<file path="config.mk">
export PLATFORM = sky130hd
export DESIGN_NAME = hazard_stall_ctrl
export DESIGN_NICKNAME = d
export VERILOG_FILES = /design/src/rtl/pipeline_pkg.sv /design/src/rtl/load_use_detect.sv /design/src/rtl/hazard_stall_ctrl.sv
export SDC_FILE = /design/constraint.sdc
export NUM_CORES = 1
export LEC_CHECK = 0
export ABC_AREA = 1
export ABC_CLOCK_PERIOD_IN_PS = 800
export BUFFER_PORTS_ARGS = -buffer_cell sky130_fd_sc_hd__buf_2
export CAP_MARGIN = 20
export CORE_AREA = 2 2 39 41
export DETAILED_ROUTE_END_ITERATION = 12
export DIE_AREA = 0 0 41 43
export GPL_ROUTABILITY_DRIVEN = 0
export PLACE_DENSITY = 0.68
export SYNTH_ARGS = -nofsm -noshare
export SYNTH_HDL_FRONTEND = slang
export SYNTH_SLANG_ARGS = --single-unit
</file>
<file path="constraint.sdc">
create_clock -name clk -period 0.8 [get_ports clk]
set_input_delay 0.04 -clock clk [delete_from_list [all_inputs] [get_ports clk]]
set_output_delay 0.04 -clock clk [all_outputs]
set_load 0.05 [all_outputs]
</file>
<file path="src/rtl/pipeline_pkg.sv">
// Shared pipeline definitions: hazard FSM encodings, MIPS opcodes, register index width.
package pipeline_pkg;

  localparam int unsigned REG_W = 5;

  typedef enum logic [1:0] {
    StRun   = 2'b00,
    StStall = 2'b01,
    StFlush = 2'b10
  } hazard_state_e;

  localparam logic [5:0] OP_RTYPE = 6'b000000;
  localparam logic [5:0] OP_BEQ   = 6'b000100;
  localparam logic [5:0] OP_BNE   = 6'b000101;
  localparam logic [5:0] OP_LW    = 6'b100011;
  localparam logic [5:0] OP_SW    = 6'b101011;

  // Instructions whose rt field is a source operand rather than a destination.
  function automatic logic uses_rt(input logic [5:0] opcode);
    return (opcode == OP_RTYPE) || (opcode == OP_BEQ) || (opcode == OP_BNE) ||
           (opcode == OP_SW);
  endfunction

endpackage

</file>
<file path="src/rtl/load_use_detect.sv">
// Combinational load-use compare for one issue slot: EX-stage load vs ID-stage sources.
module load_use_detect
  import pipeline_pkg::*;
(
  input  logic [31:0]      instruction,
  input  logic             mem_read,
  input  logic [REG_W-1:0] write_register,
  output logic             load_use
);

  logic [5:0]       opcode;
  logic [REG_W-1:0] rs;
  logic [REG_W-1:0] rt;
  logic             unused_imm;

  assign opcode     = instruction[31:26];
  assign rs         = instruction[25:21];
  assign rt         = instruction[20:16];
  assign unused_imm = ^instruction[15:0];

  // A load into $0 never produces a value, so it can never cause a hazard.
  assign load_use = mem_read && (write_register != '0) &&
                    ((write_register == rs) || (uses_rt(opcode) && (write_register == rt)));

endmodule

</file>
<file path="src/rtl/hazard_stall_ctrl.sv">
// ID-stage hazard controller: load-use stalls and taken-branch flushes with a cycle counter.
// Optional perf counters (stall_count/flush_count) under HAZARD_PERF_CNT_EN.
module hazard_stall_ctrl
  import pipeline_pkg::*;
#(
  parameter int unsigned LOAD_STALL_CYCLES = 1,
  parameter int unsigned FLUSH_CYCLES      = 1,
  parameter int unsigned CNT_W             = 4
) (
  input  logic             clk,
  input  logic             btnc_i,
  input  logic [31:0]      instruction,
  input  logic             ID_EX_MemRead_r,
  input  logic [REG_W-1:0] ID_EX_write_register_r,
  input  logic             branch_taken_i,
  output logic             PC_write,
  output logic             IF_ID_write,
  output logic             IF_ID_flush,
  output logic             ID_EX_bubble,
  output logic [1:0]       hazard_state
`ifdef HAZARD_PERF_CNT_EN
  ,
  output logic [31:0]      stall_count,
  output logic [31:0]      flush_count
`endif
);

  localparam logic [CNT_W-1:0] STALL_RELOAD = CNT_W'(LOAD_STALL_CYCLES - 1);
  localparam logic [CNT_W-1:0] FLUSH_RELOAD = CNT_W'(FLUSH_CYCLES - 1);
  localparam logic [CNT_W-1:0] CNT_ONE      = CNT_W'(1);
  localparam hazard_state_e    STALL_NEXT   = (LOAD_STALL_CYCLES > 1) ? StStall : StRun;
  localparam hazard_state_e    FLUSH_NEXT   = (FLUSH_CYCLES > 1) ? StFlush : StRun;

  hazard_state_e    state_q, state_d;
  logic [CNT_W-1:0] cnt_q, cnt_d;
  logic             load_use;

  load_use_detect u_load_use_detect (
    .instruction    (instruction),
    .mem_read       (ID_EX_MemRead_r),
    .write_register (ID_EX_write_register_r),
    .load_use       (load_use)
  );

  always_comb begin
    state_d      = state_q;
    cnt_d        = cnt_q;
    PC_write     = 1'b1;
    IF_ID_write  = 1'b1;
    IF_ID_flush  = 1'b0;
    ID_EX_bubble = 1'b0;

    if (branch_taken_i) begin
      // A taken branch wins in every state: squash the wrong path and restart the flush window.
      IF_ID_flush  = 1'b1;
      ID_EX_bubble = 1'b1;
      cnt_d        = FLUSH_RELOAD;
      state_d      = FLUSH_NEXT;
    end else begin
      case (state_q)
        StStall: begin
          PC_write     = 1'b0;
          IF_ID_write  = 1'b0;
          ID_EX_bubble = 1'b1;
          if (cnt_q > CNT_ONE) cnt_d = cnt_q - CNT_ONE;
          else                 state_d = StRun;
        end
        StFlush: begin
          IF_ID_flush  = 1'b1;
          ID_EX_bubble = 1'b1;
          if (cnt_q > CNT_ONE) cnt_d = cnt_q - CNT_ONE;
          else                 state_d = StRun;
        end
        default: begin
          state_d = StRun;
          if (load_use) begin
            PC_write     = 1'b0;
            IF_ID_write  = 1'b0;
            ID_EX_bubble = 1'b1;
            cnt_d        = STALL_RELOAD;
            state_d      = STALL_NEXT;
          end
        end
      endcase
    end

    if (btnc_i) begin
      PC_write     = 1'b0;
      IF_ID_write  = 1'b0;
      IF_ID_flush  = 1'b1;
      ID_EX_bubble = 1'b1;
    end
  end

  always_ff @(posedge clk or posedge btnc_i) begin
    if (btnc_i) begin
      state_q <= StRun;
      cnt_q   <= '0;
    end else begin
      state_q <= state_d;
      cnt_q   <= cnt_d;
    end
  end

  assign hazard_state = state_q;

`ifdef HAZARD_PERF_CNT_EN
  always_ff @(posedge clk or posedge btnc_i) begin
    if (btnc_i) begin
      stall_count <= '0;
      flush_count <= '0;
    end else begin
      if (ID_EX_bubble && !IF_ID_flush && (stall_count != '1)) stall_count <= stall_count + 32'd1;
      if (IF_ID_flush && (flush_count != '1))                  flush_count <= flush_count + 32'd1;
    end
  end
`endif

endmodule

</file>
## Yosys cells after proc, flatten, opt, wreduce, memory -nomap -nowiden

Cells that the tools add are included.

| cells by class | value |
|---|---|
| add/subtract/negate cells | 1 |
| reductions and logical operators | 12 |
| magnitude comparators | 1 |
| equality and inequality tests | 9 |
| mux-type cells | 18 |

Operators by type and width:

| cell | count |
|---|---|
| 4-bit 2-to-1 mux | 4 |
| 6-bit by 3-bit == test with 1-bit output (second input constant) | 2 |
| 5-bit == test | 2 |
| 1-bit 2-to-1 mux | 10 |
| 6-bit == test (second input constant) | 1 |
| 6-bit logical NOT | 1 |
| 2-bit 2-to-1 mux | 3 |
| 5-bit nonzero test | 1 |
| 4-bit by 1-bit greater-than comparator with 1-bit output (second input constant) | 1 |
| 1-bit logical OR | 4 |
| 4-bit by 1-bit subtractor with 4-bit output (second input constant) | 1 |
| 1-bit logical AND | 3 |
| 3-bit by 1-bit inequality test with 1-bit output (second input constant) | 1 |
| 3-bit inequality test (second input constant) | 1 |
| 3-bit nonzero test | 1 |
| 2-bit by 1-bit == test with 1-bit output (second input constant) | 1 |
| 2-bit == test (second input constant) | 1 |
| 1-bit case mux with 2 select lines | 1 |
| 2-bit AND reduction | 1 |
| 2-bit OR reduction | 1 |

| word-level totals | value |
|---|---|
| bits of input ports | 41 |
| logic and storage cells | 43 |
| output and inout port bits | 6 |
| register bits | 6 |

## Depth between registers and ports, before layout

| depth | value |
|---|---|
| depth in word-level cells | 11 |
| mapped depth | 10 |
| gate-level depth less buffers | 9 |

## Hierarchy

Synthesis repeated with hierarchy kept, for this count alone.

| second synthesis, totals | value |
|---|---|
| cells, all modules | 73 |
| area total of the unflattened synthesis | 327.8 µm² |

By module, submodules not included:

| module | instances | cells each | seq. area each (µm²) | area an instance (µm²) |
|---|---|---|---|---|
| load_use_detect | 1 | 63 | 0.0 | 274.0 |
| hazard_stall_ctrl | 1 | 10 | 0.0 | 53.8 |

## Worst setup path after synthesis

OpenSTA, ideal clock, no wires.

| path | value |
|---|---|
| path kind | input to output |
| start | input port ID_EX_write_register_r[3] |
| end | output port PC_write |
| data arrival time | 1.078 ns |
| required time | 0.760 ns |
| slack | -0.318 ns |
| cell stages on the path | 8 |
| path buffers | 1 |
| path through | inv_1 nand4_1 o21ai_0 inv_1 nand3_1 nand2_1 inv_1 buf_4 |

| on the way | value |
|---|---|
| longest elaborated chain between the ends | 8 |
| elaborated cells on any way between the ends | 11 |
| classes of those cells | 2 x eq/ne; 4 x mux; 5 x reduce/logical |

Ends and longest elaborated chain:

| what | line | text |
|---|---|---|
| start: declaration | hazard_stall_ctrl.sv:14 | `input logic [REG_W-1:0] ID_EX_write_register_r,` |
| 5-bit == test | load_use_detect.sv:23 | `((write_register == rs) \|\| (uses_rt(opcode) && (write_register == rt)));` |
| 1-bit logical AND | load_use_detect.sv:23 |  |
| 1-bit logical OR | load_use_detect.sv:23 |  |
| 1-bit logical AND (*) | load_use_detect.sv:22 | `assign load_use = mem_read && (write_register != '0) &&` |
| 1-bit 2-to-1 mux (*) | -- |  |
| 1-bit case mux with 2 select lines (*) | -- |  |
| 1-bit 2-to-1 mux (*) (2 in series) | -- |  |
| end: declaration | hazard_stall_ctrl.sv:16 | `output logic PC_write,` |

Every way passes the cells marked *; elsewhere a longest branch is shown, timed or not.

## Worst setup path after layout

| path | value |
|---|---|
| start | input port instruction[29] |
| end | output port PC_write |

| on the way | value |
|---|---|
| longest elaborated chain between the ends | 11 |
| elaborated cells on any way between the ends | 14 |
| classes of those cells | 3 x eq/ne; 4 x mux; 7 x reduce/logical |

Ends and longest elaborated chain:

| what | line | text |
|---|---|---|
| start: declaration | hazard_stall_ctrl.sv:12 | `input logic [31:0] instruction,` |
| 6-bit by 3-bit == test with 1-bit output or 6-bit logical NOT (tied branches) | pipeline_pkg.sv:20 | `return (opcode == OP_RTYPE) \|\| (opcode == OP_BEQ) \|\| (opcode == OP_BNE) \|\|` |
| 1-bit logical OR (2 in series) | pipeline_pkg.sv:20 |  |
| 1-bit logical OR (*) | pipeline_pkg.sv:20 |  |
| 1-bit logical AND (*) | load_use_detect.sv:23 |  |
| 1-bit logical OR (*) | load_use_detect.sv:23 |  |
| 1-bit logical AND (*) | load_use_detect.sv:22 |  |
| 1-bit 2-to-1 mux (*) | hazard_stall_ctrl.sv:76 | `if (load_use) begin` |
| 1-bit case mux with 2 select lines (*) | hazard_stall_ctrl.sv:60 | `case (state_q)` |
| 1-bit 2-to-1 mux (*) | hazard_stall_ctrl.sv:53 | `if (branch_taken_i) begin` |
| 1-bit 2-to-1 mux (*) | hazard_stall_ctrl.sv:87 | `if (btnc_i) begin` |

Marks and branches as above.

==> results.py <==
metrics = {
    "run_status": {
        "run_status": "finished with violations",
        "failed_checks": "setup timing",
    },
    "place": {
        "detailedPlace.worstSlack_ps": -234.6,
        "io_buffer_count": 28,
        "place_area_um2": 457.9,
        "hpwl_um": 691.4,
        "dp.cells": 112,
    },
    "detailed_routing": {
        "route.antenna.remaining_nets": 0,
        "detail_route.wirelength_um": 835,
        "drc": 0,
        "detail_route.wl_per_cell_um": 7.455,
        "detail_route.vias_per_cell": 3.938,
        "dr_total_vias": 441,
        "iteration_0_drc_count_of_the_detailed_router": 0,
        "drt-pass1-iter-count": 1,
    },
    "worst_setup_path": {
        "critical_path_arrival_ps": 920,
        "critical_path_class": "input port to output port",
        "end_kind": "output port",
        "cp-start-kind": "input port",
        "worstPathMaxFanout": 2,
        "timing.critical_path.required_ps": 760,
    },
    "synthesis": {
        "post_synth_xor_area_fraction": 0.1116,
        "synthMuxAreaShare": 0,
        "synth_top_family_by_area": "simple AND/OR/NAND/NOR gates",
        "ys_seq_area_frac": 0,
        "yosys_warnings": 0,
        "synth_fa_ha_area_frac": 0,
        "compound_gate_portion_of_the_synthesized_area": 0.04382,
        "syn_area_per_cell_um2": 4.486,
        "synth_simple_gate_area_share": 0.5219,
        "synthDistinctLibCells": 14,
        "netlist_area_um2": 314.1,
        "synth_cells": 70,
    },
    "global_route": {
        "grt_start_max_net_pins": 5,
        "total_congestion_overflow": 0,
        "global_route_wire_length_before_repair_um": 1221,
        "grt_util_all_layers": 0.09291,
        "grt_pass1_vias": 381,
        "antenna_found_initial": 0,
    },
    "sta": {
        "holdWs_ps": 430.6,
        "final-max-slew-violation-count": 0,
        "final.setup.tns_ps": -426.9,
        "fmax_ghz": 1.041,
        "hold_violations": 0,
        "final-setup-viol-count": 3,
        "final.setup.worst_slack_ps": -161.0,
        "finalCritPeriodShare": 1.201,
        "finalWorstPathRequiredPeriod_ps": 961.0,
        "rsz0062_at_grt": "true",
    },
    "min_path": {
        "min_from": "btnc_i",
        "hold_path_class": "input port to output port",
        "timing.hold.worst_path_depth": 4,
        "min_to": "ID_EX_bubble",
    },
    "die": {
        "core.rowCount": 14,
        "dieArea_um2": 1763,
        "fp.dieW_um": 41,
        "die_height_um": 43,
        "core_region_area_um2": 1384,
        "floorplan.initialDensity": 0.2269,
        "num_io_pins": 47,
    },
    "layout": {
        "final_util": 0.4042,
        "finalNetCount": 139,
        "regArea_um2": 0,
        "multi_input_comb_area_um2": 230.2,
        "clock_buffers": 0,
        "flops_and_latches": 0,
        "num-fill-cells": 165,
        "final_common_cell": "sky130_fd_sc_hd__nand2_1",
        "finalNonFillerCells": 112,
        "most-common-layout-cells": "sky130_fd_sc_hd__nand2_1, sky130_fd_sc_hd__inv_1, sky130_fd_sc_hd__buf_2",
        "final_layout_size_suffix_gt1_frac": 0.4167,
        "finalInstanceArea_um2": 559.3,
        "area_overhead_of_the_layout_relative_to_synthesis_pct": 78.09,
        "num_antenna_cells": 0,
    },
    "clock_tree": {
        "cts.repair_timing.setup_buffer_count": 0,
        "postCtsHoldBufs": 0,
    },
    "pwr": {
        "static-leakage-power_nw": 0.3598,
        "vdd_drop_max_mv": 0.1470,
        "power_mw": 0.3092,
        "cellPowerDensity_nw_per_um2": 552.9,
    },
    "flow_run": {
        "number_of_maximum_capacitance_violations": 0,
    },
}
critical path, stage by stage:
cell	delay (ps)
sky130_fd_sc_hd__buf_2	110
sky130_fd_sc_hd__nor2_1	90
sky130_fd_sc_hd__nand2_1	60
sky130_fd_sc_hd__nand2_1	70
sky130_fd_sc_hd__nand3_2	80
sky130_fd_sc_hd__o21ai_2	130
sky130_fd_sc_hd__nand3_1	80
sky130_fd_sc_hd__nand2_1	70
sky130_fd_sc_hd__inv_2	50
sky130_fd_sc_hd__buf_6	140
routing by layer:
layer / vias up / track usage / part of all wire
met2: 15 / 0.2063 / 0.57
met4: 0 / 0 / 0
met3: 0 / 0.01047 / 0.095
met1: 182 / 0.07911 / 0.33
met5: - / 0 / 0
li1: 244 / - / -
cell families after synthesis:
kind of cell,count (synthesis)
AND/OR/NAND/NOR,40
buffers and inverters,23
XOR/XNOR,4
AO/OA/AOI/OAI,2
other,1
where the power goes:
part | internal [mW] | switching, mW
clock | 0 | 0
sequential | 0 | 0
combinational | 0.144 | 0.166
synthesized netlist by cell type, drive strengths merged:
| cell | n | share of area |
|---|---|---|
| xor2 | 3 | 0.084 |
| xnor2 | 1 | 0.028 |
| nor2 | 11 | 0.13 |
| nand4 | 1 | 0.020 |
| buf | 3 | 0.072 |
| o21ai | 2 | 0.044 |
| nand3 | 3 | 0.064 |
| inv | 20 | 0.24 |
| nand2 | 25 | 0.31 |
| conb | 1 | 0.012 |
timing repair:
action / CTS / global route
resized for setup: 20 / 9
pin swaps: 7 / 4
endpoints found under the setup margin: 3 / 3
area by class of cell:
type | count | share of cell area
inverter | 20 | 0.1387
multi-input combinational | 48 | 0.4116
tap | 16 | 0.03579
timing repair buffer | 28 | 0.4139
worst max path at each step:
| stage | from | end | slack [ps] | cells past startpoint |
|---|---|---|---|---|
| after floorplan | ID_EX_write_register_r[3] | PC_write | -320 | 8 |
| after global placement | ID_EX_write_register_r[4] | ID_EX_bubble | -220 | 9 |
| after detailed placement | ID_EX_write_register_r[4] | PC_write | -230 | 10 |
| after CTS | ID_EX_write_register_r[1] | PC_write | -170 | 9 |
| after global routing | ID_EX_write_register_r[3] | PC_write | -250 | 10 |
| final | instruction[29] | PC_write | -160 | 10 |
(Power assumes the default switching activity.)
